==> src/rtl/char_motion_ctrl.sv <==
// Keycode-to-motion controller: tile-locked stepping paced by VGA_VS frame ticks.
// Optional bump-in-place animation against walls: define CHAR_MOTION_BUMP_EN.
module char_motion_ctrl #(
  parameter int unsigned TILE_SIZE   = 16,
  parameter int unsigned ANIM_DIV    = 8,
  parameter int unsigned TURN_FRAMES = 4,
  parameter logic [7:0]  KEY_UP      = 8'h1A,
  parameter logic [7:0]  KEY_DOWN    = 8'h16,
  parameter logic [7:0]  KEY_LEFT    = 8'h04,
  parameter logic [7:0]  KEY_RIGHT   = 8'h07,
  parameter logic [7:0]  KEY_RUN     = 8'h2C
) (
  input  logic       Clk,
  input  logic       Reset,
  input  logic       VGA_VS,
  input  logic       in_game,
  input  logic [7:0] keycode,
  input  logic [7:0] keycode_aux,
  input  logic       atBounds,
  output logic       charIsMoving,
  output logic       charIsRunning,
  output logic [1:0] direction,
  output logic [1:0] charMoveFrame,
  output logic       step_pulse,
  output logic       tile_done
);

  localparam int unsigned PXW = $clog2(TILE_SIZE);
  localparam int unsigned AW  = $clog2(ANIM_DIV + 1);
  localparam int unsigned TW  = $clog2(TURN_FRAMES + 1);

  typedef enum logic [1:0] {
    IDLE,
    TURN,
    MOVE
`ifdef CHAR_MOTION_BUMP_EN
    , BUMP
`endif
  } state_t;

  state_t           state_q, state_d;
  logic [1:0]       dir_q, dir_d;
  logic [1:0]       frame_q, frame_d;
  logic             moving_q, moving_d;
  logic             run_q, run_d;
  logic             step_q, step_d;
  logic             done_q, done_d;
  logic [PXW-1:0]   px_q, px_d;
  logic             sub_q, sub_d;
  logic [AW-1:0]    anim_q, anim_d;
  logic [TW-1:0]    turn_q, turn_d;
  logic             vs_q;

  logic       tick, step, run_req, in_move;
  logic [2:0] key_hit;

  // {valid, dir}; dir encoding 0 down, 1 up, 2 left, 3 right
  function automatic logic [2:0] decode(input logic [7:0] k);
    if (k == KEY_DOWN)       return 3'b100;
    else if (k == KEY_UP)    return 3'b101;
    else if (k == KEY_LEFT)  return 3'b110;
    else if (k == KEY_RIGHT) return 3'b111;
    else                     return 3'b000;
  endfunction

  always_comb begin
    tick    = VGA_VS & ~vs_q;
    run_req = (keycode == KEY_RUN) || (keycode_aux == KEY_RUN);
    key_hit = decode(keycode);
    if (!key_hit[2]) key_hit = decode(keycode_aux);

    state_d = state_q;
    dir_d   = dir_q;
    frame_d = frame_q;
    run_d   = run_q;
    px_d    = px_q;
    sub_d   = sub_q;
    anim_d  = anim_q;
    turn_d  = turn_q;
    step_d  = 1'b0;
    done_d  = 1'b0;
    step    = 1'b0;
    in_move = (state_q == MOVE);

    if (!in_game) begin
      state_d = IDLE;
      frame_d = '0;
      px_d    = '0;
      sub_d   = 1'b0;
      anim_d  = '0;
      turn_d  = '0;
    end else if (tick) begin
      case (state_q)
        IDLE: begin
          if (key_hit[2]) begin
            if (key_hit[1:0] != dir_q) begin
              dir_d   = key_hit[1:0];
              turn_d  = '0;
              frame_d = 2'd1;
              state_d = TURN;
            end else if (!atBounds) begin
              run_d   = run_req;
              px_d    = '0;
              sub_d   = 1'b0;
              anim_d  = '0;
              frame_d = '0;
              state_d = MOVE;
            end
`ifdef CHAR_MOTION_BUMP_EN
            else begin
              run_d   = 1'b0;
              px_d    = '0;
              sub_d   = 1'b0;
              anim_d  = '0;
              frame_d = '0;
              state_d = BUMP;
            end
`endif
          end
        end
        TURN: begin
          if (turn_q == TW'(TURN_FRAMES - 1)) begin
            turn_d  = '0;
            frame_d = '0;
            state_d = IDLE;
          end else begin
            turn_d = turn_q + 1'b1;
          end
        end
`ifdef CHAR_MOTION_BUMP_EN
        MOVE, BUMP: begin
`else
        MOVE: begin
`endif
          sub_d = ~sub_q;
          step  = run_q | sub_q;
          if (anim_q == AW'(ANIM_DIV - 1)) begin
            anim_d  = '0;
            frame_d = (frame_q == 2'd2) ? 2'd0 : frame_q + 2'd1;
          end else begin
            anim_d = anim_q + 1'b1;
          end
          // Bump shares the walk cadence but never reports pixels or tiles.
          if (step) begin
            step_d = in_move;
            if (px_q == PXW'(TILE_SIZE - 1)) begin
              px_d   = '0;
              done_d = in_move;
              if (in_move && key_hit[2] && key_hit[1:0] == dir_q && !atBounds) begin
                run_d = run_req;
              end else begin
                frame_d = '0;
                state_d = IDLE;
              end
            end else begin
              px_d = px_q + 1'b1;
            end
          end
        end
        default: state_d = IDLE;
      endcase
    end

`ifdef CHAR_MOTION_BUMP_EN
    moving_d = (state_d == MOVE) || (state_d == BUMP);
`else
    moving_d = (state_d == MOVE);
`endif
  end

  always_ff @(posedge Clk) begin
    if (!Reset) begin
      state_q  <= IDLE;
      dir_q    <= '0;
      frame_q  <= '0;
      moving_q <= 1'b0;
      run_q    <= 1'b0;
      step_q   <= 1'b0;
      done_q   <= 1'b0;
      px_q     <= '0;
      sub_q    <= 1'b0;
      anim_q   <= '0;
      turn_q   <= '0;
      vs_q     <= 1'b1;
    end else begin
      state_q  <= state_d;
      dir_q    <= dir_d;
      frame_q  <= frame_d;
      moving_q <= moving_d;
      run_q    <= run_d;
      step_q   <= step_d;
      done_q   <= done_d;
      px_q     <= px_d;
      sub_q    <= sub_d;
      anim_q   <= anim_d;
      turn_q   <= turn_d;
      vs_q     <= VGA_VS;
    end
  end

  assign charIsMoving  = moving_q;
  assign charIsRunning = run_q;
  assign direction     = dir_q;
  assign charMoveFrame = frame_q;
  assign step_pulse    = step_q;
  assign tile_done     = done_q;

endmodule

==> config.mk <==
export PLATFORM = sky130hd
export DESIGN_NAME = char_motion_ctrl
export DESIGN_NICKNAME = d
export VERILOG_FILES = /design/src/rtl/char_motion_ctrl.sv
export SDC_FILE = /design/constraint.sdc
export NUM_CORES = 1
export LEC_CHECK = 0
export ABC_AREA = 1
export CORE_MARGIN = 5
export CORE_UTILIZATION = 40
export CTS_CLUSTER_DIAMETER = 100
export CTS_CLUSTER_SIZE = 30
export DETAILED_ROUTE_END_ITERATION = 12
export GPL_TIMING_DRIVEN = 0
export HOLD_SLACK_MARGIN = 0.05
export PLACE_DENSITY = 0.66
export SYNTH_ARGS = -nofsm -noshare
export SYNTH_HDL_FRONTEND = slang
export SYNTH_SLANG_ARGS = --single-unit
==> constraint.sdc <==
create_clock -name Clk -period 2.9 [get_ports Clk]
set_clock_uncertainty 0.05 [all_clocks]
set_input_delay 0.29 -clock Clk [delete_from_list [all_inputs] [get_ports Clk]]
set_output_delay 0.29 -clock Clk [all_outputs]
set_load 0.1 [all_outputs]
# --- After elaboration in Yosys (flattened, before gate mapping) ---
# Cells that the tools add are included.
word_totals:
  out_inout_bits: 8
  register_bits: 23
  rom_bits: 0
  ramBits: 0
  latch_bits: 0
  mem_count: 0
  elab_cells: 120
  input_bits: 21
classes:
  shifts: 0
  n_addsub: 4
  eq_ne: 28
  reduce_logical: 18
  div_mod_pow: 0
  n_mul: 0
  n_lt_le_gt_ge: 0
  muxes: 54
  bitwise: 4
op_table:
  columns: ["operator", "count"]
  rows:
  - ["$mux W2", 18]
  - ["$mux W3", 12]
  - ["$eq A8 B3 Y1 const B", 4]
  - ["$eq A8 B5 Y1 const B", 4]
  - ["$mux W4", 6]
  - ["$reduce_and A5 Y1", 4]
  - ["$eq A8 B6 Y1 const B", 2]
  - ["$pmux W4 S2", 2]
  - ["$pmux W2 S3", 2]
  - ["$mux W1", 11]
  - ["$ne A2 B2 Y1 const B", 5]
  - ["$reduce_and A9 Y1", 1]
  - ["$add A4 B1 Y4 const B", 2]
  - ["$reduce_and A4 Y1", 2]
  - ["$eq A2 B2 Y1 const B", 3]
  - ["$ne A2 B1 Y1 const B", 3]
  - ["$pmux W3 S2", 1]
  - ["$reduce_and A6 Y1", 1]
  - ["$eq A4 B3 Y1 const B", 1]
  - ["$eq A4 B4 Y1 const B", 1]
  - ["$pmux W1 S2", 2]
  - ["$reduce_bool A2 Y1", 2]
  - ["$add A3 B1 Y3 const B", 1]
  - ["$eq A3 B2 Y1 const B", 1]
  - ["14 further kinds", 17]

# --- Logic depth before layout (Yosys ltp) ---
# Gate-level depths: netlist (run 1).
depth:
  word_depth: 16
  ltp_mapped: 18

# --- Least setup slack after synthesis (run 1) ---
# OpenSTA, ideal clock, no wires.
synth_path:
  kind: "register to register"
  start: "reg dir_q[0] (netlist: direction[0])"
  end: "reg px_q[0]"
  arrival_ns: 1.876
  t_required_ns: 2.734
  stages_incl_launch_ff: 9
  path_slack_ns: 0.858
  n_path_buf: 0
  path_cell_list: "dfxtp_1 > inv_1 > nand3_1 > nand3_2 > nand2_4 > nand2_4 > nor2_8 > o21ai_0 > o211a_1"
synth_between:
  elab_chain_len: 3
synth_rtl:
  columns: ["item", "line", "source"]
  rows:
  - ["start: declaration", "42", "logic [1:0] dir_q, dir_d;"]
  - ["start signal: assignment", "187", "dir_q <= dir_d;"]
  - ["$ne A2 B2 Y1", "96", "if (key_hit[1:0] != dir_q) begin"]
  - ["$ne A2 B2 Y1 (no source line)", null, null]
  - ["$reduce_and A6 Y1 (no source line)", null, null]
  - ["end signal: assignment", "193", "px_q <= px_d;"]
  - ["end: declaration", "48", "logic [PXW-1:0] px_q, px_d;"]
# No other way between the ends.
# A chain may end at the register's enable or synchronous reset.

# --- Worst setup path after layout (run 1) ---
layout_path:
  start: "reg dir_q[0] (netlist: direction[0])"
  end: "out direction[0]"
layout_lines:
  columns: ["item", "line", "source"]
  rows:
  - ["end: declaration", "22", "output logic [1:0] direction,"]
# No word-level cell between the ends.

==> metrics, run 1 <==
status=complete, no violations; largest net degree at the start of global routing=14; worst slew pin tran=0.9847 ns; Startpoint Class=flop; max-slew violation count=0; Synth Area in XOR/XNOR=0.5076%; simple-gate share of the synthesized area=39.23%; via/cell ratio=between 4 and 5; via count=~1.6k; Tot GR Track Use=about 14%; Die H=75.68 um; CP delay by family, top=buffers and inverters; post-synthesis mux area share=0%; Setup Viol. Count Final=0; worst-case vdd ir drop=0.2097 mV; worst-case clock buffer depth=2; top fanout value on the critical path=4; post-synthesis sequential area ratio=a little over a quarter; Seq cells post-synth=23; Max Freq=~0.46 GHz; number of CTS-inserted buffers=3; DRC=0; Synth Flop Type=dfxtp_1; critical setup path kind=flop to output pin; P&R area growth vs syn=22.55%; max_cap viols=0; initial antenna violation count=0; Rows=23; TritonRoute pass-1 iters=4; asr flop ratio synth=0%; CP Capture Type=output pin; static leakage=0.9622 nW; total global routing overflow=0; Post-Syn Nets=300; Root Buffer=clkbuf_8; Yosys top cell area share=a little over a quarter; Starting Density=42.22%; Synth Area in Compound Gates=between 15 and 20%; Die X=~76 um; count leader, synth=nand2_1; unrepaired setup endpoints after global routing=no; post-CTS setup buffers=0; Clk Latency, worst-skew pair=0.26 ns; H-tree Lvls=1; number of global-route vias before repair=1,480; EDFF count, synth=0; fraction of layout cells with a size suffix above 1=roughly an eighth; WP buf/inv=1; WL/cell=roughly 10 um; Clock Pin Slew Worst Setup and Hold Paths=0.08 ns; RePlAce Congestion=0.8433; post-synth cell types=34; wire length of the first global-routing pass=6368 um; worst path cell trace=clkdlybuf4s50_1; CTS Hold Bufs=0; Final nets=333; clk sinks=23; WP data required=roughly 2.6 ns; Resized cells post-CTS=0; antenna fix cells=0; Cells after Synth=approximately 270; final total negative setup slack=0 ns; Post-Syn Area=0.001725 mm2; class of the worst hold path=flop to flop; crit path max-delay cell type=clkdlybuf4s50_1; Post-DRT Antenna Nets=0; Synth top cells by count=nand2_1 (73), inv_1 (44), nor2_1 (33); dpl hpwl=roughly 2900 um; final period utilization=74.23%; min cycle time layout=approximately 2.2 ns; routed wire length=3554 um; num ports=29; Critical Path AT=1.81 ns; Power Density=291.5 mW/mm2; port bufs=28; CTS tree=done; top post-synthesis cells by area=dfxtp_1 (27%), nand2_1 (16%), inv_1 (9.6%), nor2_1 (7.2%), ha_1 (5.1%); post-synthesis adder-cell area fraction=5.076%; core area=0.004086 mm2; Mean Syn Cell Area=6.343 um2; DIE AREA=~0.0057 mm2; crit-path max cell delay=1.16 ns; post-route total power=0.0006165 W; Slew HR=about a third; yosys warns=0; Initial DRC Count=93; largest area contributor in the netlist=dfxtp_1; Fin. Hold Viols=0; largest family of logic cells by synthesized area=simple AND/OR/NAND/NOR gates; fill cell count=between 400 and 500
where the power goes:
group | internal, W | switching (W) | leakage, nW | total (W)
sequential | 0.000317 | 0.00000136 | 0.186 | 0.000319
clock | 0.0000960 | 0.000105 | 0.0255 | 0.000201
combinational | 0.0000425 | 0.0000542 | 0.751 | 0.0000967
final timing paths:
path / from / to / slack (ns) / cells after the start
hold / removal: turn_q[2] / turn_q[2] / 0.41 / 2
setup reg to reg: state_q[0] / charIsMoving / 0.79 / 14
setup / recovery: direction[0] / direction[0] / 0.75 / 1
hold reg to reg: turn_q[2] / turn_q[2] / 0.41 / 2
kinds of logic after synthesis:
logic type      Yosys count
simple gates            145
buf+inv                  50
compound gates           46
flops                    23
fa+ha+maj                 7
xor+xnor                  1
through the flow:
step	worst slack, ns	cells	util (%)	hold slack, ns	instance area (um2)
2_1_floorplan	0.8577	272	-	0.3087	1725
3_3_place_gp	0.6050	350	50.61	0.3961	2068
3_5_place_dp	0.5854	350	50.61	0.4000	2068
4_1_cts	0.7359	354	51.75	0.4119	2115
5_1_grt	0.4957	354	51.75	0.4454	2115
6_report	0.7475	354	51.75	0.4106	2115
metal layers:
layer | share of wire (%) | track usage, %
met4 | 0.56 | 1.748
met1 | 53 | 20.37
met5 | 0 | 0
met3 | 5.4 | 2.902
met2 | 41 | 22.24
flip-flops by register name, summed over array words and instances (netlist names):
signal	flops
anim_q	4
charIsMoving	1
charIsRunning	1
charMoveFrame	2
direction	2
px_q	4
state_q	2
step_pulse	1
sub_q	1
tile_done	1
turn_q	3
vs_q	1
placed cells by master (no fill, tap or decap), drive strengths merged:
cell / count
inv: 48
clkdlybuf4s50: 28
clkbuf: 4
nand3: 16
nor3: 3
or3: 1
a211oi: 4
nor2: 41
o2111ai: 1
dfxtp: 23
o21ai: 17
nand4: 2
a21oi: 17
o32ai: 1
o21a: 1
o211ai: 1
buf: 1
xor2: 1
o211a: 3
nand2: 81
a31oi: 1
nor4: 1
clkinv: 1
ha: 7
cell type report:
class                           instances  area, um2  share of cell area [%]
Multi-Input combinational cell        199       1075                   50.83
Sequential cell                        23      460.4                   21.78
Timing Repair Buffer                   28      280.3                   13.25
Inverter                               48      180.2                   8.521
Tap cell                               50      62.56                   2.959
Clock buffer                            3      41.29                   1.953
Buffer                                  2      10.01                  0.4734
Clock inverter                          1      5.005                  0.2367
No activity file was read; power rests on OpenSTA's default activity.
==> inputs of run 2 (changes only) <==
==> constraint.sdc (replaced) <==
create_clock -name Clk -period 2.1 [get_ports Clk]
set_clock_uncertainty 0.05 [all_clocks]
set_input_delay 0.21 -clock Clk [delete_from_list [all_inputs] [get_ports Clk]]
set_output_delay 0.21 -clock Clk [all_outputs]
set_load 0.1 [all_outputs]
==> run 2 against run 1 <==
Flip-flop and latch count unchanged. Critical path depth unchanged. Core utilization increased by 1.4 points. Die area unchanged. Largest power group unchanged. Register-to-register slack got worse by 0.60 ns. Global-route usage unchanged. Clock-buffer cell count unchanged. First-iteration DRC count decreased by 22%. Wire length increased by 1.8%. Combinational power increased by 42%. Largest cell class unchanged.
==> metrics, run 2 (synthesis results as in run 1) <==
final total negative setup slack=0 ns (unchanged); Clk Latency, worst-skew pair=0.27 ns (was 0.26 ns); Final nets=335 (was 333); initial antenna violation count=0 (unchanged); commonest non-fill, non-tap cell in the layout=nand2_1 (unchanged); placed inst area=0.002068 mm2 (unchanged); status=complete, no violations (unchanged); worst-case vdd ir drop=0.2929 mV (was 0.2097 mV); core area=0.004086 mm2 (unchanged); Fin. Hold Viols=0 (unchanged); largest net degree at the start of global routing=14 (unchanged); via/cell ratio=4.640 (was 4.619); Root Buffer=clkbuf_8 (unchanged); routed wire length=3618 um (was 3554 um); post-route design area=0.002172 mm2 (was 0.002115 mm2); Hold Slack=0.4105 ns (was 0.4106 ns); min cycle time layout=2.041 ns; total global routing overflow=0 (unchanged); Setup WS pre-CTS=-0.1346 ns (was 0.5854 ns); Max Freq=0.4899 GHz; H-tree Lvls=1 (unchanged); unrepaired setup endpoints after global routing=yes (was no); port bufs=28 (unchanged); crit path max-delay cell type=clkdlybuf4s50_1 (unchanged); WL/cell=10.16 um (was 10.04 um); worst slew pin tran=0.9783 ns (was 0.9847 ns); wire length of the first global-routing pass=6368 um (unchanged); P&R area growth vs syn=25.89% (was 22.55%); Initial DRC Count=73 (was 93); dpl hpwl=2879 um (unchanged); class of the worst hold path=flop to flop (unchanged); num ports=29 (unchanged); CP delay by family, top=buffers and inverters (unchanged); crit-path max cell delay=1.15 ns (was 1.16 ns); DRC=0 (unchanged); Setup Viol. Count Final=0 (unchanged); critical setup path kind=flop to output pin (unchanged); Clock Pin Slew Worst Setup and Hold Paths=0.08 ns (about the same); WP buf/inv=1 (unchanged); final period utilization=a little over nine tenths; Top Registers=anim_q (4), px_q (4), turn_q (3) (unchanged); final setup margin=0.05897 ns (was 0.7475 ns); fill cell count=428 (was 427); Slew HR=34.57% (was 34.15%); Startpoint Class=flop (unchanged); TritonRoute pass-1 iters=4 (unchanged); Starting Density=42.22% (unchanged); most frequent cells in the layout=nand2_1 (71), inv_1 (43), nor2_1 (31) (was nand2_1 (73), inv_1 (44), nor2_1 (33)); clk sinks=23 (unchanged); fraction of layout cells with a size suffix above 1=14.71% (was 11.84%); CTS tree=done (unchanged); Rows=23 (unchanged); worst path cell trace=clkdlybuf4s50_1 (unchanged); Tot GR Track Use=14.08% (unchanged); static leakage=1.056 nW (was 0.9622 nW); antenna fix cells=0 (unchanged); Post-DRT Antenna Nets=0 (unchanged); WP data required=1.84 ns (was 2.56 ns); RePlAce Congestion=0.8433 (unchanged); max-slew violation count=0 (unchanged); Die X=75.68 um (unchanged); via count=1,652 (was 1,635); worst-case clock buffer depth=2 (unchanged); Critical Path AT=1.78 ns (was 1.81 ns); Power Density=394.3 mW/mm2 (was 291.5 mW/mm2); DIE AREA=0.005727 mm2 (unchanged); Die H=75.68 um (unchanged); post-layout util=53.15% (was 51.75%); max_cap viols=0 (unchanged); number of CTS-inserted buffers=3 (unchanged); CP Capture Type=output pin (unchanged); number of global-route vias before repair=1,480 (unchanged); top fanout value on the critical path=3 (was 4)
==> run 2: path summary, 6_finish.rpt <==
check	cells past startpoint	from	endpoint	slack, ns
worst max-delay path	1	charIsRunning	charIsRunning	0.06
worst min-delay path	2	turn_q[2]	turn_q[2]	0.41
worst max register to register	11	state_q[1]	px_q[3]	0.19
worst min register to register	2	turn_q[2]	turn_q[2]	0.41
==> run 2: power by group <==
part / total (W) / leakage [nW] / switching (W) / internal (W)
logic: 0.000137 / 0.845 / 0.0000771 / 0.0000598
clock network: 0.000279 / 0.0255 / 0.000147 / 0.000133
registers: 0.000440 / 0.186 / 0.00000189 / 0.000438
==> run 2: worst reg2reg max path, stage by stage, from the launching register on <==
cell,delay [ns]
dfxtp_1,0.39
inv_1,0.10
ha_1,0.18
clkbuf_2,0.17
inv_1,0.16
o21ai_2,0.12
nor2_2,0.17
nand2_4,0.10
nor2_8,0.13
o21ai_1,0.08
o21ai_0,0.08
nor2_1,0.05
==> run 2: through the flow <==
step / power, W / std cells
2_1_floorplan: 0.0005219 / 272
3_3_place_gp: 0.0005839 / 350
3_5_place_dp: 0.0005845 / 350
4_1_cts: 0.0008643 / 354
5_1_grt: 0.0008995 / 356
6_report: 0.0008564 / 356
==> run 2: cell type report <==
| class | count | area [um2] | area share (%) |
|---|---|---|---|
| Buffer | 2 | 12.51 | 0.5760 |
| Clock buffer | 3 | 41.29 | 1.901 |
| Clock inverter | 1 | 5.005 | 0.2304 |
| Inverter | 48 | 183.9 | 8.468 |
| Multi-Input combinational cell | 199 | 1095 | 50.40 |
| Sequential cell | 23 | 461.7 | 21.26 |
| Tap cell | 50 | 62.56 | 2.880 |
| Timing Repair Buffer | 30 | 310.3 | 14.29 |
==> run 2: routing by layer <==
layer / GRT usage [%] / wire length [um] / up-vias
met5: 0 / 0 / -
met4: 1.748 / 20 / 0
met3: 2.902 / 197 / 2
met2: 22.24 / 1523 / 32
met1: 20.37 / 1876 / 686
li1: - / - / 932
==> run 2: repair_timing <==
action | CTS | global route
pin swaps | 0 | 4
endpoints found under the setup margin | 2 | 19
hold buffers | 0 | 0
gates resized for setup | 1 | 14
setup buffers | 0 | 2
